## src/rtl/fp32_dwt_tap_feeder.sv

```systemverilog
// Operand sequencer for the FP32 sym4 wavelet datapath: an NTAPS-deep delay line,
// decimation by 2, and a lowpass-then-highpass burst of (sample, coefficient) pairs.
module fp32_dwt_tap_feeder #(
    parameter int NTAPS = 8,
    parameter int IDX_W = 3
) (
    input  logic             clk,
    input  logic             rstn,
    input  logic             clr,
    input  logic [31:0]      din,
    input  logic             din_valid,
    output logic             din_ready,
    input  logic             coef_we,
    input  logic             coef_band,
    input  logic [IDX_W-1:0] coef_addr,
    input  logic [31:0]      coef_data,
    output logic             coef_err,
    output logic [31:0]      dina,
    output logic [31:0]      dinb,
    output logic             valid_dout,
    output logic [IDX_W-1:0] tap_idx,
    output logic             band,
    output logic             last
);

    typedef enum logic {
        S_IDLE  = 1'b0,
        S_ISSUE = 1'b1
    } state_t;

    localparam logic [IDX_W-1:0] LAST_TAP = IDX_W'(NTAPS - 1);

    state_t           state_q, state_d;
    logic             phase_q, phase_d;
    logic [IDX_W-1:0] tap_q, tap_d;
    logic             band_q, band_d;
    logic             coef_err_q, coef_err_d;

    logic [31:0]      x_q    [NTAPS];
    logic [31:0]      coef_q [2][NTAPS];

    logic [31:0]      dina_q, dina_d;
    logic [31:0]      dinb_q, dinb_d;
    logic             valid_q, valid_d;
    logic [IDX_W-1:0] tap_idx_q, tap_idx_d;
    logic             band_out_q, band_out_d;
    logic             last_q, last_d;

    logic             accept;
    logic             coef_wr;

    assign din_ready = (state_q == S_IDLE);
    assign accept    = din_valid && (state_q == S_IDLE) && !clr;
    // Coefficient writes are gated on the registered state only, so a write in the
    // same cycle as the accept that starts a burst still lands before the first pair.
    assign coef_wr   = coef_we && (state_q == S_IDLE);

    // Control: phase, burst counters, state
    always_comb begin
        state_d = state_q;
        phase_d = phase_q;
        tap_d   = tap_q;
        band_d  = band_q;
        if (clr) begin
            state_d = S_IDLE;
            phase_d = 1'b0;
            tap_d   = '0;
            band_d  = 1'b0;
        end else begin
            case (state_q)
                S_IDLE: begin
                    if (accept) begin
                        phase_d = ~phase_q;
                        if (phase_q) begin
                            state_d = S_ISSUE;
                        end
                    end
                end
                S_ISSUE: begin
                    if (tap_q == LAST_TAP) begin
                        tap_d = '0;
                        if (band_q) begin
                            band_d  = 1'b0;
                            state_d = S_IDLE;
                        end else begin
                            band_d = 1'b1;
                        end
                    end else begin
                        tap_d = tap_q + 1'b1;
                    end
                end
                default: begin
                    state_d = S_IDLE;
                end
            endcase
        end
    end

    always_comb begin
        coef_err_d = coef_err_q;
        if (clr) begin
            coef_err_d = 1'b0;
        end else if (coef_we && (state_q == S_ISSUE)) begin
            coef_err_d = 1'b1;
        end
    end

    // Output pair registers; payload holds while no pair is being issued
    always_comb begin
        valid_d    = !clr && (state_q == S_ISSUE);
        dina_d     = dina_q;
        dinb_d     = dinb_q;
        tap_idx_d  = tap_idx_q;
        band_out_d = band_out_q;
        last_d     = last_q;
        if (valid_d) begin
            dina_d     = x_q[tap_q];
            dinb_d     = coef_q[band_q][tap_q];
            tap_idx_d  = tap_q;
            band_out_d = band_q;
            last_d     = (tap_q == LAST_TAP);
        end
    end

    always_ff @(posedge clk or negedge rstn) begin
        if (!rstn) begin
            state_q    <= S_IDLE;
            phase_q    <= 1'b0;
            tap_q      <= '0;
            band_q     <= 1'b0;
            coef_err_q <= 1'b0;
            dina_q     <= '0;
            dinb_q     <= '0;
            valid_q    <= 1'b0;
            tap_idx_q  <= '0;
            band_out_q <= 1'b0;
            last_q     <= 1'b0;
        end else begin
            state_q    <= state_d;
            phase_q    <= phase_d;
            tap_q      <= tap_d;
            band_q     <= band_d;
            coef_err_q <= coef_err_d;
            dina_q     <= dina_d;
            dinb_q     <= dinb_d;
            valid_q    <= valid_d;
            tap_idx_q  <= tap_idx_d;
            band_out_q <= band_out_d;
            last_q     <= last_d;
        end
    end

    // Delay line: x[0] is the newest sample
    for (genvar gi = 0; gi < NTAPS; gi++) begin : g_delay
        logic [31:0] x_d;
        always_comb begin
            x_d = x_q[gi];
            if (clr) begin
                x_d = '0;
            end else if (accept) begin
                if (gi == 0) begin
                    x_d = din;
                end else begin
                    x_d = x_q[(gi == 0) ? 0 : gi - 1];
                end
            end
        end
        always_ff @(posedge clk or negedge rstn) begin
            if (!rstn) begin
                x_q[gi] <= '0;
            end else begin
                x_q[gi] <= x_d;
            end
        end
    end

    // Coefficient banks survive clr; only rstn clears them
    for (genvar gb = 0; gb < 2; gb++) begin : g_bank
        for (genvar gi = 0; gi < NTAPS; gi++) begin : g_tap
            always_ff @(posedge clk or negedge rstn) begin
                if (!rstn) begin
                    coef_q[gb][gi] <= '0;
                end else if (coef_wr && (coef_band == 1'(gb)) &&
                             (coef_addr == IDX_W'(gi))) begin
                    coef_q[gb][gi] <= coef_data;
                end
            end
        end
    end

    assign coef_err   = coef_err_q;
    assign dina       = dina_q;
    assign dinb       = dinb_q;
    assign valid_dout = valid_q;
    assign tap_idx    = tap_idx_q;
    assign band       = band_out_q;
    assign last       = last_q;

endmodule

```

## config.mk

```make
export PLATFORM = sky130hd
export DESIGN_NAME = fp32_dwt_tap_feeder
export DESIGN_NICKNAME = d
export VERILOG_FILES = /design/src/rtl/fp32_dwt_tap_feeder.sv
export SDC_FILE = /design/constraint.sdc
export NUM_CORES = 1
export LEC_CHECK = 0
export CAP_MARGIN = 20
export CELL_PAD_IN_SITES_DETAIL_PLACEMENT = 0
export CELL_PAD_IN_SITES_GLOBAL_PLACEMENT = 1
export CORE_AREA = 5 5 311 313
export DETAILED_ROUTE_END_ITERATION = 10
export DIE_AREA = 0 0 316 318
export MAX_ROUTING_LAYER = met4
export PLACE_DENSITY = 0.69
export RECOVER_POWER = 50
export SLEW_MARGIN = 20
export SYNTH_ARGS = -nofsm -noshare
export SYNTH_HDL_FRONTEND = slang
export SYNTH_SLANG_ARGS = --single-unit
export TNS_END_PERCENT = 1
```

## constraint.sdc

```tcl
create_clock -name clk -period 3.85 [get_ports clk]
set_input_delay 0.77 -clock clk [delete_from_list [all_inputs] [get_ports clk]]
set_output_delay 0.77 -clock clk [all_outputs]
set_load 0.02 [all_outputs]
```

=== Word level (Yosys, flattened, before mapping) ===
Index checks and enable logic that the tools add are counted.

* Register bits after elaboration: 845
* Output and inout port bits: 72
* Logic and storage cells: 125

* Add/sub/neg operators: 1
* Magnitude comparators: 2
* Equal/unequal tests: 9
* Multiplexer cells: 42
* Bitwise operators: 5
* Reduce and logical (&&, ||, !) cells: 31

{| class="wikitable"
|+ Operator list
! operator !! count
|-
| $mux 256 || 3
|-
| $mux 32 || 20
|-
| $bmux 32 s3 || 2
|-
| $logic_and 1x1->1 || 23
|-
| $eq 3x3->1 const B || 5
|-
| $mux 1 || 13
|-
| $mux 3 || 3
|-
| $reduce_bool 2->1 || 4
|-
| $eq 3x2->1 const B || 2
|-
| $ge 4x4->1 const B || 1
|-
| $not 3->4 || 1
|-
| $reduce_and 2->1 || 2
|-
| $add 3x1->3 const B || 1
|-
| $eq 3x1->1 const B || 1
|-
| $logic_not 3->1 || 1
|-
| $not 1->1 || 3
|-
| $ge 2x2->1 const B || 1
|-
| $ne 2x2->1 const B || 1
|-
| $not 1->2 || 1
|-
| $pmux 1 s2 || 1
|-
| $logic_not 1->1 || 1
|}

=== Depth between registers and ports, before layout ===
Gate-level depths: netlist of the first run.

* Depth after elaboration: 7
* Gate-level depth with buffers: 8
* Gate-level depth less buffers: 5

=== Worst setup path after synthesis of the first run ===
OpenSTA, ideal clock, no wires.

* Kind: input-to-reg
* Start point: input port coef_band
* End point: register coef_q[321] (netlist name)
* Library setup time: 0.125 ns
* Arrival: 1.832 ns
* Required time: 3.725 ns
* Slack: 1.893 ns
* Stages on the path: 5
* Path buffers: 2
* Path through: nor4b_4 > nor2b_1 > buf_2 > buf_6 > mux2_2

* Cells in the longest elaborated chain, start to end: 3

{| class="wikitable"
|+ RTL lines
! item !! line !! RTL
|-
| from (decl) || 14 || <nowiki>input logic coef_band,</nowiki>
|-
| $not 1->1 || 183 || <nowiki>end else if (coef_wr && (coef_band == 1'(gb)) &&</nowiki>
|-
| $logic_and 1x1->1 (2 in a row) || 183 ||
|-
| to (signal, indexed assignment) || 185 || <nowiki>coef_q[gb][gi] <= coef_data;</nowiki>
|-
| to (decl) || 40 || <nowiki>logic [31:0] coef_q [2][NTAPS];</nowiki>
|}

Every way passes these cells.
A chain may end at the register's enable or synchronous reset.

==> flow_summary.ini, run 1 <==
[clocking]
clk_latency_ps = 650
cts_root_buf = clkbuf_16
cts_htree_levels = 3
cts_resized = 0
cts_made_buffers = 93
cts_hold_buf = 0
tritoncts = done
post-cts-setup-buffers = 0
cts.path.max_buffers = 3
cts.sinks = 845
clk_pin_slew_ps = 60

[detailed_routing]
drc = 0
dr.pass1.iters = 5
drt-initial-drc-count = 1281
viasPerCell = 5.60
ant_nets = 0
drt-total-wl_mm = 92.7
vias = 22300
post_drt_wl_per_cell_um = 23.3

[sta]
timing.setup.tns_ps = 0
slew_headroom = -1.14
tightest_slew_ps = 3220
setup_ws_ps = 776
fmax_mhz = 325
setup_viol = 0
skew_ps = 21.3
min_period_ps = 3070
final_hold_viol_count = 0
rsz0062_at_grt = false
slew_violations = 163
period_share = 0.798

[final_layout]
final_cell_mix = 841 x dfrtp_1, 488 x mux2_2, 257 x a22o_1
area_growth_pct = 16.3
final_common_cell = dfrtp_1
drive_gt1_frac = 0.307
nets = 2723
final_design_area_no_fill_sq_um = 43000
fin_util = 0.457

[logic_synthesis]
ys_seq_area_frac = 0.572
synth_nets = 2640
ys_types = 34
synthArstFlopShare = 1.00
ys_ff_latch = 845
avgSynthCellArea_sq_um = 14.4
yosysWarnings = 0
ys.flop_type = dfrtp_1
netlist_instances = 2565
synth_edf_count = 0
netlist_area_sq_um = 37000

[setup_path]
crit_required_ps = 3870
crit_fanout = 94
cp-end-kind = async pin
arrival_ps = 3100
crit_path_top_delay_cell = clkbuf_2
critical_path_buf_inv_count = 1
regToRegSetupSlack_ps = 860
r2r-start = state_q
startpoint_type = input port
cp_top_family = buffers and inverters
r2r-end = coef_q[456]
reg2reg_depth = 4
crit_type = input port to async pin
path_cells = clkbuf_2
critPathMaxStageDelay_ps = 2130

[floorplan]
io-pin-count = 145
chipWidth_um = 316
initial_core_util = 0.393
dieArea_sq_um = 100000
core_area_sq_um = 94000
placement_rows = 113
die_h_um = 318

[placed_design]
dp_hpwl_mm = 53.3
port_buffers = 144
place_area_sq_um = 39900
pre_cts_slack_ps = 930
gp_congestion = 0.771

[pwr]
p_leak_uw = 0.0181
p_total_uw = 24800
cellPowerDensity_nw_per_um2 = 577
ir_worst_vdd_mv = 0.340

[run_status]
status = complete, but fails checks
violations = max-capacitance violations, max-slew violations

[grt]
track_usage = 0.190
grt_max_degree = 96
gr-total-overflow = 0
first_global_vias = 24300
grt_antenna_before_repair = 4
grt_pass1_wl_mm = 147

[hold_path]
hold-path-cell-count = 2
hold_path_class = flip-flop to flip-flop
min_from = band
whs_endpoint = band

[run]
drv_cap = 3
## stage by stage
stage | std cells | hold WS [ps]
6_report | 3984 | 478
3_3_place_gp | 3818 | 458
5_1_grt | 3983 | 507
3_5_place_dp | 3818 | 466
2_1_floorplan | 2565 | 457
4_1_cts | 3981 | 211
## how the worst max path moves through the flow
stage            startpoint     endpoint  slack (ps)  cells after the start
3_3_place_gp   coef_addr[1]  coef_q[116]        1000                      5
6_report               rstn  coef_q[465]         780                      1
5_1_grt                rstn  coef_q[177]         360                      1
2_1_floorplan     coef_band  coef_q[321]        1890                      5
4_1_cts             state_q    din_ready         670                      2
3_5_place_dp      coef_band  coef_q[357]         930                      5
## cell usage after synthesis (24+ instances only)
cell      instances  area [sq um]
mux2_2          488          5500
mux2i_1         222          2220
clkbuf_1         82           308
buf_2            82           410
a22o_1          257          2250
nand2_1         126           473
nand3_1          24           120
mux2_1           24           270
a22oi_1          64           480
o21ai_0          38           190
mux4_2           98          2210
dfrtp_1         845         21100
a21oi_1          42           210
buf_4            47           353
nor2_1           28           105
## flip-flops by register name, indices dropped and copies added (netlist names)
register	flops
dina	32
dinb	32
band_q	1
state_q	1
tap_idx	3
band	1
coef_q	512
phase_q	1
x_q	256
valid_dout	1
coef_err	1
tap_q	3
last	1
## kinds of logic (layout without fill, tap and decap cells)
kind of cell,Yosys count,in the layout,synth area share
xor gates and xnor gates,2,2,0.000474
muxes,832,832,0.276
adders and majority gates,2,2,0.000677
buffers and inverters,238,389,0.0352
AOI/OAI and AO/OA,424,424,0.0890
other,0,3,0
DFF,845,845,0.572
and+or+nand+nor,222,222,0.0271
## metal layers
metal / part of all wire / track usage / vias to the layer above
li1: - / - / 9739
met5: 0 / - / -
met1: 0.45 / 0.258 / 12000
met3: 0.036 / 0.0296 / 156
met2: 0.49 / 0.300 / 441
met4: 0.025 / 0.0530 / 0
## cell type report
type | count | area (sq um)
Clock inverter | 30 | 464
Timing Repair Buffer | 224 | 2440
Antenna cell | 3 | 7.51
Clock buffer | 133 | 2720
Inverter | 2 | 7.51
Fill cell | 8208 | 51000
Multi-Input combinational cell | 1482 | 14600
Sequential cell | 845 | 21200
Tap cell | 1265 | 1580
## worst min-delay path, stage by stage, from the launching register on
cell     delay [ps]
dfrtp_1         340
nand2_1          50
nand2_1          50
## power by group
part           total [uW]  internal [uW]  switching (uW)
combinational        4050           2230            1820
clock                9200           5630            3580
sequential          11600          10600             979
Power figures use the tool's default switching activity.
==> run 2, diff against run 1 <==
==> constraint.sdc (replaced) <==
create_clock -name clk -period 3 [get_ports clk]
set_input_delay 0.6 -clock clk [delete_from_list [all_inputs] [get_ports clk]]
set_output_delay 0.6 -clock clk [all_outputs]
set_load 0.02 [all_outputs]
==> run 2 against run 1 <==
The run still ends with max-capacitance violations, max-slew violations left; sequential power rose by 28%; via count rose by 0.25%; design area fell by 0.23%; global-route usage fell by 0.56 points; utilization fell by 0.10 points; die area did not move; critical path depth rose by 5; sequential share of layout area rose by 0.12 points; hold slack got worse by 4.5 ps.
==> flow_summary.ini, run 2 (synthesized netlist as in run 1, its figures left out) <==
[final_layout]
final_common_cell = dfrtp_1
area_growth_pct = 16.0
final_cell_mix = 841 x dfrtp_1, 488 x mux2_2, 257 x a22o_1
nFillCells = 8278
multi_input_comb_area_sq_um = 14600
reg_top3 = coef_q x512, x_q x256
regMostFlops = coef_q
drive_gt1_frac = 0.305
largest_reg_flops = 512
fin_util = 0.456
nets = 2732
seq_area_sq_um = 21200

[placed_design]
gp_congestion = 0.765
port_buffers = 144
dp_hpwl_mm = 52.3

[grt]
first_global_vias = 24000
gr-total-overflow = 0
grt_pass1_wl_mm = 143
grt_max_degree = 105
track_usage = 0.185
grt_antenna_before_repair = 6

[sta]
timing.setup.tns_ps = 0
rsz0062_at_grt = false
slew_violations = 29
fmax_mhz = 361
final_hold_viol_count = 0
min_period_ps = 2770
tightest_slew_ps = 1560
slew_headroom = -0.0410
setup_viol = 0
period_share = 0.924
skew_ps = 19.1

[floorplan]
io-pin-count = 145
dieArea_sq_um = 100000
initial_core_util = 0.393
die_h_um = 318
chipWidth_um = 316
placement_rows = 113
core_area_sq_um = 94000

[clocking]
tritoncts = done
clk_latency_ps = 640
cts_htree_levels = 3
cts_root_buf = clkbuf_16
clk_pin_slew_ps = 60
cts_made_buffers = 93
cts_resized = 0
cts.sinks = 845
cts.path.max_buffers = 3

[setup_path]
r2r-end = dinb[2]
crit_required_ps = 3470
r2r-start = tap_q[1]
crit_type = flip-flop to flip-flop
path_cells = clkbuf_4 -> and2_2 -> buf_12 -> a22oi_1 -> a32oi_1 -> o21ai_0
path_depth = 6
cp-startpoint = tap_q[1]
cp-end-kind = flip-flop
crit_end = dinb[2]
reg2reg_depth = 6
cp_top_family = buffers and inverters
regToRegSetupSlack_ps = 230
startpoint_type = flip-flop
critPathMaxStageDelay_ps = 900
crit_fanout = 67
critical_path_buf_inv_count = 2
crit_path_top_delay_cell = clkbuf_4
arrival_ps = 3240

[detailed_routing]
drt-initial-drc-count = 1471
drc = 0
post_drt_wl_per_cell_um = 22.6
ant_nets = 0
dr.pass1.iters = 7
drt-total-wl_mm = 90.5
vias = 22400
viasPerCell = 5.60

[run_status]
status = complete, but fails checks
violations = max-capacitance violations, max-slew violations

[hold_path]
hold_path_class = flip-flop to flip-flop

[run]
drv_cap = 1

[pwr]
cellPowerDensity_nw_per_um2 = 731
ir_worst_vdd_mv = 0.463
p_leak_uw = 0.0180
## run 2: cell types whose count changed in the layout (fill, tap and decap cells not counted), moves of 2 or more
| cell | previous run | this run |
|---|---|---|
| buf_12 | 35 | 33 |
| buf_4 | 34 | 26 |
| bufinv_16 | 11 | 4 |
| clkbuf_1 | 23 | 38 |
| clkbuf_2 | 6 | 3 |
| clkbuf_4 | 0 | 7 |
| clkbuf_8 | 22 | 27 |
| clkinv_2 | 13 | 18 |
| dlygate4sd3_1 | 0 | 2 |
| inv_6 | 2 | 5 |
## run 2: worst register-to-register path: stages, from the launching register on
cell and delay, ps:
dfrtp_4 520, clkbuf_4 900, and2_2 340, buf_12 320, a22oi_1 160, a32oi_1 230
o21ai_0 130
## run 2: per-stage QoR
| step | area (sq um) | power [uW] | std cells | setup slack, ps | hold slack [ps] |
|---|---|---|---|---|---|
| floorplan | 37000 | 18100 | 2565 | 1210 | 304 |
| global placement | 40000 | 19900 | 3826 | 407 | 460 |
| detailed placement | 40000 | 20300 | 3826 | 410 | 470 |
| CTS | 43100 | 31800 | 3997 | 211 | 483 |
| global route | 42900 | 32900 | 4000 | 106 | 494 |
| finish | 42900 | 31400 | 4000 | 229 | 474 |
## run 2: repair_timing
| item | in CTS | in global routing |
|---|---|---|
| endpoints found under the hold margin | 34 | 0 |
| setup buffers | 0 | 0 |
| hold buffers | 1 | 0 |
## run 2: final cells by class
| class | count | area share |
|---|---|---|
| well taps | 1265 | 0.0369 |
| diodes | 3 | 0.000175 |
| clock buffers | 140 | 0.0651 |
| multi-input cells | 1482 | 0.341 |
| clock inverters | 30 | 0.00668 |
| repair buffers | 233 | 0.0571 |
| flip-flops and latches | 845 | 0.493 |
| inverters | 2 | 0.000175 |
## run 2: how the worst min path moves through the flow
| stage | startpoint | to | cells past startpoint |
|---|---|---|---|
| after floorplan | rstn | band | 0 |
| after global placement | band | band | 2 |
| after detailed placement | dina[25] | dina[25] | 2 |
| after CTS | dina[25] | dina[25] | 2 |
| after global routing | coef_q[66] | coef_q[66] | 1 |
| final | tap_idx[2] | tap_idx[2] | 2 |
## run 2: layer usage
| metal | GRT usage | part of all wire |
|---|---|---|
| met1 | 0.249 | 0.45 |
| met2 | 0.295 | 0.49 |
| met3 | 0.0233 | 0.033 |
| met4 | 0.0547 | 0.029 |
| met5 | - | 0 |
## run 2: where the power goes
part	leakage [uW]	internal (uW)	switching, uW
combinational	0.00566	2840	2330
clock	0.00154	6770	4610
sequential	0.0108	13600	1220
